$ cat config.mk
export PLATFORM = sky130hd
export DESIGN_NAME = mips_prog_loader
export DESIGN_NICKNAME = d
export VERILOG_FILES = /design/src/rtl/mips_prog_loader.sv
export SDC_FILE = /design/constraint.sdc
export NUM_CORES = 1
export LEC_CHECK = 0
export BUFFER_PORTS_ARGS = -buffer_cell sky130_fd_sc_hd__buf_2
export CORE_AREA = 2 2 130 164
export DETAILED_ROUTE_END_ITERATION = 10
export DIE_AREA = 0 0 132 166
export PLACE_DENSITY_LB_ADDON = 0.1
export SLEW_MARGIN = 20
export SYNTH_ARGS = -nofsm -noshare
export SYNTH_HDL_FRONTEND = slang
export SYNTH_SLANG_ARGS = --single-unit
$ cat constraint.sdc
create_clock -name clk1 -period 2.52 [get_ports clk1]
set_clock_uncertainty 0.05 [all_clocks]
set_input_delay 0 -clock clk1 [delete_from_list [all_inputs] [get_ports clk1]]
set_output_delay 0 -clock clk1 [all_outputs]
set_load 0.05 [all_outputs]
$ cat src/rtl/mips_prog_loader.sv
// Power-up program loader for the MIPS core.
// Parses a framed byte stream (SYNC, ADDR_HI, ADDR_LO, CNT_HI, CNT_LO,
// 4*CNT data bytes MSB first, CSUM) and writes big-endian 32-bit words to
// consecutive memory word addresses. Holds the processor halted until a
// frame with a matching XOR checksum has been loaded.
// Ports:
//   clk1      - clock, rising edge
//   reset     - synchronous, active-high
//   in_data   - stream byte
//   in_valid  - in_data valid
//   in_ready  - loader accepts a byte (low only in the frame-result cycle)
//   mem_we    - one-cycle memory write strobe
//   mem_addr  - word address for mem_we
//   mem_wdata - word for mem_we
//   start_pc  - start address of the last good frame
//   cpu_hold  - processor halt request, 1 = stalled
//   load_done - one-cycle pulse, frame checksum good
//   load_err  - one-cycle pulse, frame checksum bad
module mips_prog_loader #(
    parameter int unsigned ADDR_W = 10,
    parameter logic [7:0]  SYNC   = 8'hA5
) (
    input  logic              clk1,
    input  logic              reset,
    input  logic [7:0]        in_data,
    input  logic              in_valid,
    output logic              in_ready,
    output logic              mem_we,
    output logic [ADDR_W-1:0] mem_addr,
    output logic [31:0]       mem_wdata,
    output logic [ADDR_W-1:0] start_pc,
    output logic              cpu_hold,
    output logic              load_done,
    output logic              load_err
);

    localparam int unsigned CNT_W = 16;

    typedef enum logic [2:0] {
        S_IDLE,
        S_ADDR_HI,
        S_ADDR_LO,
        S_CNT_HI,
        S_CNT_LO,
        S_DATA,
        S_CSUM
    } state_t;

    state_t state_q, state_d;

    logic              accept;
    logic [CNT_W-1:0]  cnt_in;

    logic [7:0]        addr_hi_q,    addr_hi_d;
    logic [7:0]        cnt_hi_q,     cnt_hi_d;
    logic [ADDR_W-1:0] frame_addr_q, frame_addr_d;
    logic [ADDR_W-1:0] wr_addr_q,    wr_addr_d;
    logic [CNT_W-1:0]  words_left_q, words_left_d;
    logic [1:0]        byte_idx_q,   byte_idx_d;
    logic [23:0]       word_q,       word_d;
    logic [7:0]        csum_q,       csum_d;

    logic              in_ready_d;
    logic              mem_we_d;
    logic [ADDR_W-1:0] mem_addr_d;
    logic [31:0]       mem_wdata_d;
    logic [ADDR_W-1:0] start_pc_d;
    logic              cpu_hold_d;
    logic              load_done_d;
    logic              load_err_d;

    assign accept = in_valid & in_ready;
    assign cnt_in = {cnt_hi_q, in_data};

    // State register
    always_ff @(posedge clk1) begin
        if (reset) begin
            state_q <= S_IDLE;
        end else begin
            state_q <= state_d;
        end
    end

    // Next-state logic: every transition consumes one accepted byte
    always_comb begin
        state_d = state_q;
        if (accept) begin
            unique case (state_q)
                S_IDLE:    if (in_data == SYNC) state_d = S_ADDR_HI;
                S_ADDR_HI: state_d = S_ADDR_LO;
                S_ADDR_LO: state_d = S_CNT_HI;
                S_CNT_HI:  state_d = S_CNT_LO;
                S_CNT_LO:  state_d = (cnt_in != '0) ? S_DATA : S_CSUM;
                S_DATA:    if (byte_idx_q == 2'd3 && words_left_q == CNT_W'(1)) state_d = S_CSUM;
                S_CSUM:    state_d = S_IDLE;
                default:   state_d = S_IDLE;
            endcase
        end
    end

    // Datapath and output next values
    always_comb begin
        addr_hi_d    = addr_hi_q;
        cnt_hi_d     = cnt_hi_q;
        frame_addr_d = frame_addr_q;
        wr_addr_d    = wr_addr_q;
        words_left_d = words_left_q;
        byte_idx_d   = byte_idx_q;
        word_d       = word_q;
        csum_d       = csum_q;
        in_ready_d   = 1'b1;
        mem_we_d     = 1'b0;
        mem_addr_d   = mem_addr;
        mem_wdata_d  = mem_wdata;
        start_pc_d   = start_pc;
        cpu_hold_d   = cpu_hold;
        load_done_d  = 1'b0;
        load_err_d   = 1'b0;
        if (accept) begin
            unique case (state_q)
                S_IDLE: begin
                    // A reload re-halts the processor as soon as SYNC is seen
                    if (in_data == SYNC) cpu_hold_d = 1'b1;
                end
                S_ADDR_HI: addr_hi_d = in_data;
                S_ADDR_LO: frame_addr_d = ADDR_W'({addr_hi_q, in_data});
                S_CNT_HI:  cnt_hi_d = in_data;
                S_CNT_LO: begin
                    words_left_d = cnt_in;
                    wr_addr_d    = frame_addr_q;
                    byte_idx_d   = 2'd0;
                    csum_d       = 8'd0;
                end
                S_DATA: begin
                    word_d     = {word_q[15:0], in_data};
                    csum_d     = csum_q ^ in_data;
                    byte_idx_d = byte_idx_q + 2'd1;
                    if (byte_idx_q == 2'd3) begin
                        mem_we_d     = 1'b1;
                        mem_addr_d   = wr_addr_q;
                        mem_wdata_d  = {word_q, in_data};
                        // Address wraps naturally at 2**ADDR_W
                        wr_addr_d    = wr_addr_q + ADDR_W'(1);
                        words_left_d = words_left_q - CNT_W'(1);
                    end
                end
                S_CSUM: begin
                    in_ready_d = 1'b0;
                    if (in_data == csum_q) begin
                        load_done_d = 1'b1;
                        cpu_hold_d  = 1'b0;
                        start_pc_d  = frame_addr_q;
                    end else begin
                        load_err_d  = 1'b1;
                        cpu_hold_d  = 1'b1;
                    end
                end
                default: ;
            endcase
        end
    end

    // Datapath and output registers
    always_ff @(posedge clk1) begin
        if (reset) begin
            addr_hi_q    <= '0;
            cnt_hi_q     <= '0;
            frame_addr_q <= '0;
            wr_addr_q    <= '0;
            words_left_q <= '0;
            byte_idx_q   <= '0;
            word_q       <= '0;
            csum_q       <= '0;
            in_ready     <= 1'b1;
            mem_we       <= 1'b0;
            mem_addr     <= '0;
            mem_wdata    <= '0;
            start_pc     <= '0;
            cpu_hold     <= 1'b1;
            load_done    <= 1'b0;
            load_err     <= 1'b0;
        end else begin
            addr_hi_q    <= addr_hi_d;
            cnt_hi_q     <= cnt_hi_d;
            frame_addr_q <= frame_addr_d;
            wr_addr_q    <= wr_addr_d;
            words_left_q <= words_left_d;
            byte_idx_q   <= byte_idx_d;
            word_q       <= word_d;
            csum_q       <= csum_d;
            in_ready     <= in_ready_d;
            mem_we       <= mem_we_d;
            mem_addr     <= mem_addr_d;
            mem_wdata    <= mem_wdata_d;
            start_pc     <= start_pc_d;
            cpu_hold     <= cpu_hold_d;
            load_done    <= load_done_d;
            load_err     <= load_err_d;
        end
    end

endmodule

Yosys cells after proc, flatten, opt, wreduce, memory -nomap -nowiden
Cells that the tools add are included.
{"block": "classes", "n_reduce_logical": 18, "add_sub_neg": 3, "muxes": 16, "eq_ne": 13, "bitwise": 5}
{"op": "$pmux W16 S2", "count": 1}
{"op": "$pmux W10 S2", "count": 1}
{"op": "$pmux W3 S6", "count": 1}
{"op": "$eq A16 B1 Y1 const B", "count": 1}
{"op": "$mux W16", "count": 1}
{"op": "$pmux W8 S2", "count": 1}
{"op": "$reduce_bool A16 Y1", "count": 1}
{"op": "$sub A16 B1 Y16 const B", "count": 1}
{"op": "$reduce_and A3 Y1", "count": 5}
{"op": "$add A10 B1 Y10 const B", "count": 1}
{"op": "$mux W10", "count": 1}
{"op": "$reduce_and A2 Y1", "count": 5}
{"op": "$eq A3 B3 Y1 const B", "count": 3}
{"op": "$eq A8 B8 Y1", "count": 1}
{"op": "$eq A8 B8 Y1 const B", "count": 1}
{"op": "$xor A8 B8 Y8", "count": 1}
{"op": "$eq A3 B2 Y1 const B", "count": 2}
{"op": "$mux W3", "count": 2}
{"op": "$ne A2 B2 Y1 const B", "count": 3}
{"op": "$reduce_or A3 Y1", "count": 2}
{"op": "$mux W1", "count": 5}
{"op": "$pmux W2 S2", "count": 1}
{"op": "$reduce_bool A2 Y1", "count": 2}
{"op": "$eq A3 B1 Y1 const B", "count": 1}
{"op": "9 further kinds", "count": 11}
{"block": "word_totals", "word_cells": 72, "register_bits": 140, "input_bits": 11}

Logic depth before layout (Yosys ltp)
{"block": "logic_depth", "word_depth": 4, "ltp_mapped": 8}

Least setup slack after synthesis
No wires, ideal clock.
{"block": "synth_timing", "kind": "register to register", "startpoint": "reg words_left_q[0]", "endpoint": "reg words_left_q[8]", "path_stages_with_launch": 8, "required_ps": 2391, "path_buffers": 0, "slack_ps": 545, "setup_time_ps": 79, "t_arrival_ps": 1845, "cell_sequence": "dfxtp_1 -> inv_1 -> ha_1 -> or4b_4 -> or4_4 -> a21oi_2 -> nor2_1 -> a211oi_2"}
{"block": "synth_via", "elab_chain_len": 3}
{"item": "start, declared", "line": "58", "rtl": "logic [CNT_W-1:0] words_left_q, words_left_d;"}
{"item": "start signal, assigned", "line": "187", "rtl": "words_left_q <= words_left_d;"}
{"item": "$sub A16 B1 Y16", "line": "144", "rtl": "words_left_d = words_left_q - CNT_W'(1);"}
{"item": "$mux W16", "line": "138", "rtl": "if (byte_idx_q == 2'd3) begin"}
{"item": "$pmux W16 S2", "line": "120", "rtl": "unique case (state_q)"}
Every way passes these cells. The select of a mux whose other input is x is not followed.
A chain may end at the register's enable or synchronous reset.

Worst setup path in the final report
Same ends and word-level chain as after synthesis.

==> impl_metrics.yaml <==
floorplan:
  ios: 68
  dieHeight_um: 166
  dieArea_um2: 21900
  core-area_um2: 20400
  rows: 59
  floorplan.initialDensity_pct: 28.6
  die_w_um: 132
yosys:
  yosys-top-cells-area: "dfxtp_1 48%, nand2_1 10%, a21oi_1 8.4%"
  netlist.top_cell.by_area: "dfxtp_1"
  syn_area_um2: 5840
  synthTopCellsByCount: "163 x nand2_1, 140 x dfxtp_1, 98 x a21oi_1, 72 x nor2_1, 40 x clkbuf_1"
  synth_edf_count: 0
  synth_most_common_cell: "nand2_1"
  avgSynthCellArea_um2: 8.00
  synth_top_flop_cell: "dfxtp_1"
  synth_cells: 731
  syn-num-nets: 746
  yosysUniqueCellTypes: 55
  synth_top_area_share_pct: 48.0
  synthArstFlopShare_pct: 0
  ys_seq_area_share_pct: 48.0
  synth_seq_cells: 140
  synth_warnings: 0
global_route:
  grt_usage_pct: 16.2
  overflow: 0
  grt_max_degree: 67
  antenna_found_initial: 0
  grt_pass1_wl_um: 27800
  grt_pass1_vias: 5094
timing:
  period_share_pct: 83.6
  finalSetupViolations: 0
  fin_crit_ns: 2.11
  maxSlewViolCount: 0
  relSlewSlack_pct: 48.8
  finalSetupTns_ns: 0
  hold_viol_final: 0
  worstMarginPinSlew_ns: 0.767
  max_freq_ghz: 0.474
  grt_setup_unrepaired: "no"
detailed_routing:
  wl_per_cell_um: 16.1
  initialDrtViolationCount: 261
  viasPerCell: 4.89
  route.detailed.drc: 0
  wl_um: 17200
  detail-route-antenna-nets: 0
  vias: 5248
  first_pass_iters: 5
cells_and_area:
  drive_gt1_share_pct: 15.9
  fillCellCount: 2183
  nets: 803
  area_growth_pct: 23.2
  final_util_pct: 35.2
  multi_input_area_um2: 2800
  regArea_um2: 2800
  stdcell_count: 1073
  final_area_um2: 7200
  antenna_cells: 0
clock_network:
  cts_max_level: 4
  cts_max_path_buffers: 2
  root_buffer: "clkbuf_16"
  cts_buffers: 17
  clock_latency_ns: 0.42
  clkSlewWorstSetupHoldPaths_ns: 0.06
  cts_tree: "yes"
  clkSinkCount: 140
  cts_setup_buffers: 0
power_and_ir_drop:
  power.density_nw_per_um2: 709
  total_power_mw: 5.10
  leakage_nw: 2.67
  ir_worst_vdd_mv: 0.431
place:
  dpl.hpwl_um: 11800
  portBuffers: 67
  placed_cells: 1034
  gp_congestion: 0.766
  place_area_um2: 6460
job:
  drv_cap: 0
critical_path:
  required_ns: 2.82
  endpoint_kind: "flip-flop"
  crit_type: "flip-flop to flip-flop"
  path_max_fanout: 6
  start_kind: "flip-flop"
  critPathArrivalTime_ns: 2.41
run_status:
  status: "finished, final reports clean"
hold_path:
  hp-class: "input pin to flip-flop"
[logic make-up (layout without fill, tap and decap cells)]
group | Yosys count | in the layout | synth area share [%]
AOI/OAI and AO/OA | 175 | 175 | 17.3
and+or+nand+nor | 317 | 317 | 24.0
adders and majority gates | 4 | 4 | 0.856
buffers and inverters | 61 | 129 | 4.15
xor gates and xnor gates | 4 | 4 | 0.599
DFF | 140 | 140 | 48.0
muxes | 30 | 30 | 5.14
[worst max-delay path, cell delays in order (launching register included)]
cell and delay [ns]:
dfxtp_1 0.35, inv_1 0.07, ha_1 0.24, or4b_4 0.51, or4_4 0.44, a21oi_2 0.14
nor2_1 0.05, a211oi_2 0.17
[cell type report]
type                            count  share of cell area [%]
Multi-Input combinational cell    530                    39.0
Sequential cell                   140                    38.9
Tap cell                          274                    4.76
Clock inverter                     10                    2.62
Clock buffer                       20                    6.34
Inverter                            6                   0.313
Timing Repair Buffer               93                    8.07
[path summary, 6_finish.rpt]
path	start	endpoint	slack (ns)	cells after the start
worst max-delay path	words_left_q[0]	words_left_q[8]	0.41	7
worst max register to register	words_left_q[0]	words_left_q[8]	0.41	7
worst min-delay path	reset	start_pc[9]	0.06	2
worst min register to register	mem_wdata[20]	mem_wdata[20]	0.40	2
[stage by stage]
step	setup WS (ns)	hold slack (ns)
floorplan	0.545	0.0979
global placement	0.468	0.332
detailed placement	0.427	0.334
CTS	0.412	0.0687
global route	0.352	0.0811
finish	0.412	0.0553
[routing by layer]
layer | share of wire, % | GRT usage (%)
met5 | 0 | 0
met4 | 2.2 | 6.24
met3 | 2.9 | 3.57
met2 | 53 | 29.8
met1 | 42 | 18.0
[cell usage in the layout, fill, tap and decap left out, types with 3 or more instances in the layout]
| master | count |
|---|---|
| a211oi_1 | 3 |
| a21oi_1 | 98 |
| a22oi_1 | 6 |
| a31oi_1 | 5 |
| and2_1 | 5 |
| and3_1 | 3 |
| buf_2 | 66 |
| buf_4 | 16 |
| bufinv_16 | 5 |
| clkbuf_16 | 17 |
| dfxtp_1 | 140 |
| dlygate4sd3_1 | 9 |
| ha_1 | 4 |
| inv_1 | 6 |
| mux2i_1 | 30 |
| nand2_1 | 163 |
| nand2b_1 | 5 |
| nand3_1 | 15 |
| nand4_1 | 7 |
| nor2_1 | 70 |
| nor2_2 | 3 |
| nor2b_1 | 11 |
| nor3_1 | 8 |
| nor3b_1 | 3 |
| nor4_1 | 8 |
| o21ai_0 | 30 |
| o22ai_1 | 7 |
| or2_2 | 4 |
| xor2_1 | 4 |
[power breakdown]
| group | leakage [nW] | switching [mW] | total, mW | internal (mW) |
|---|---|---|---|---|
| clock | 0.313 | 0.973 | 2.78 | 1.80 |
| combinational | 1.23 | 0.0815 | 0.114 | 0.0328 |
| sequential | 1.13 | 0.000293 | 2.21 | 2.21 |
[flip-flops by register name, summed over array words and instances (netlist names), 3 cells and up]
signal and cells:
cnt_hi_q 8, frame_addr_q 10, start_pc 10, mem_wdata 32, state_q 3, mem_addr 10
words_left_q 16, wr_addr_q 10, csum_q 8, word_q 24
[timing repair]
action                                 in CTS  in global routing
hold buffers                                9                  0
gates resized for setup                     0                  0
endpoints found under the hold margin      31                  0
Power figures use the tool's default switching activity.
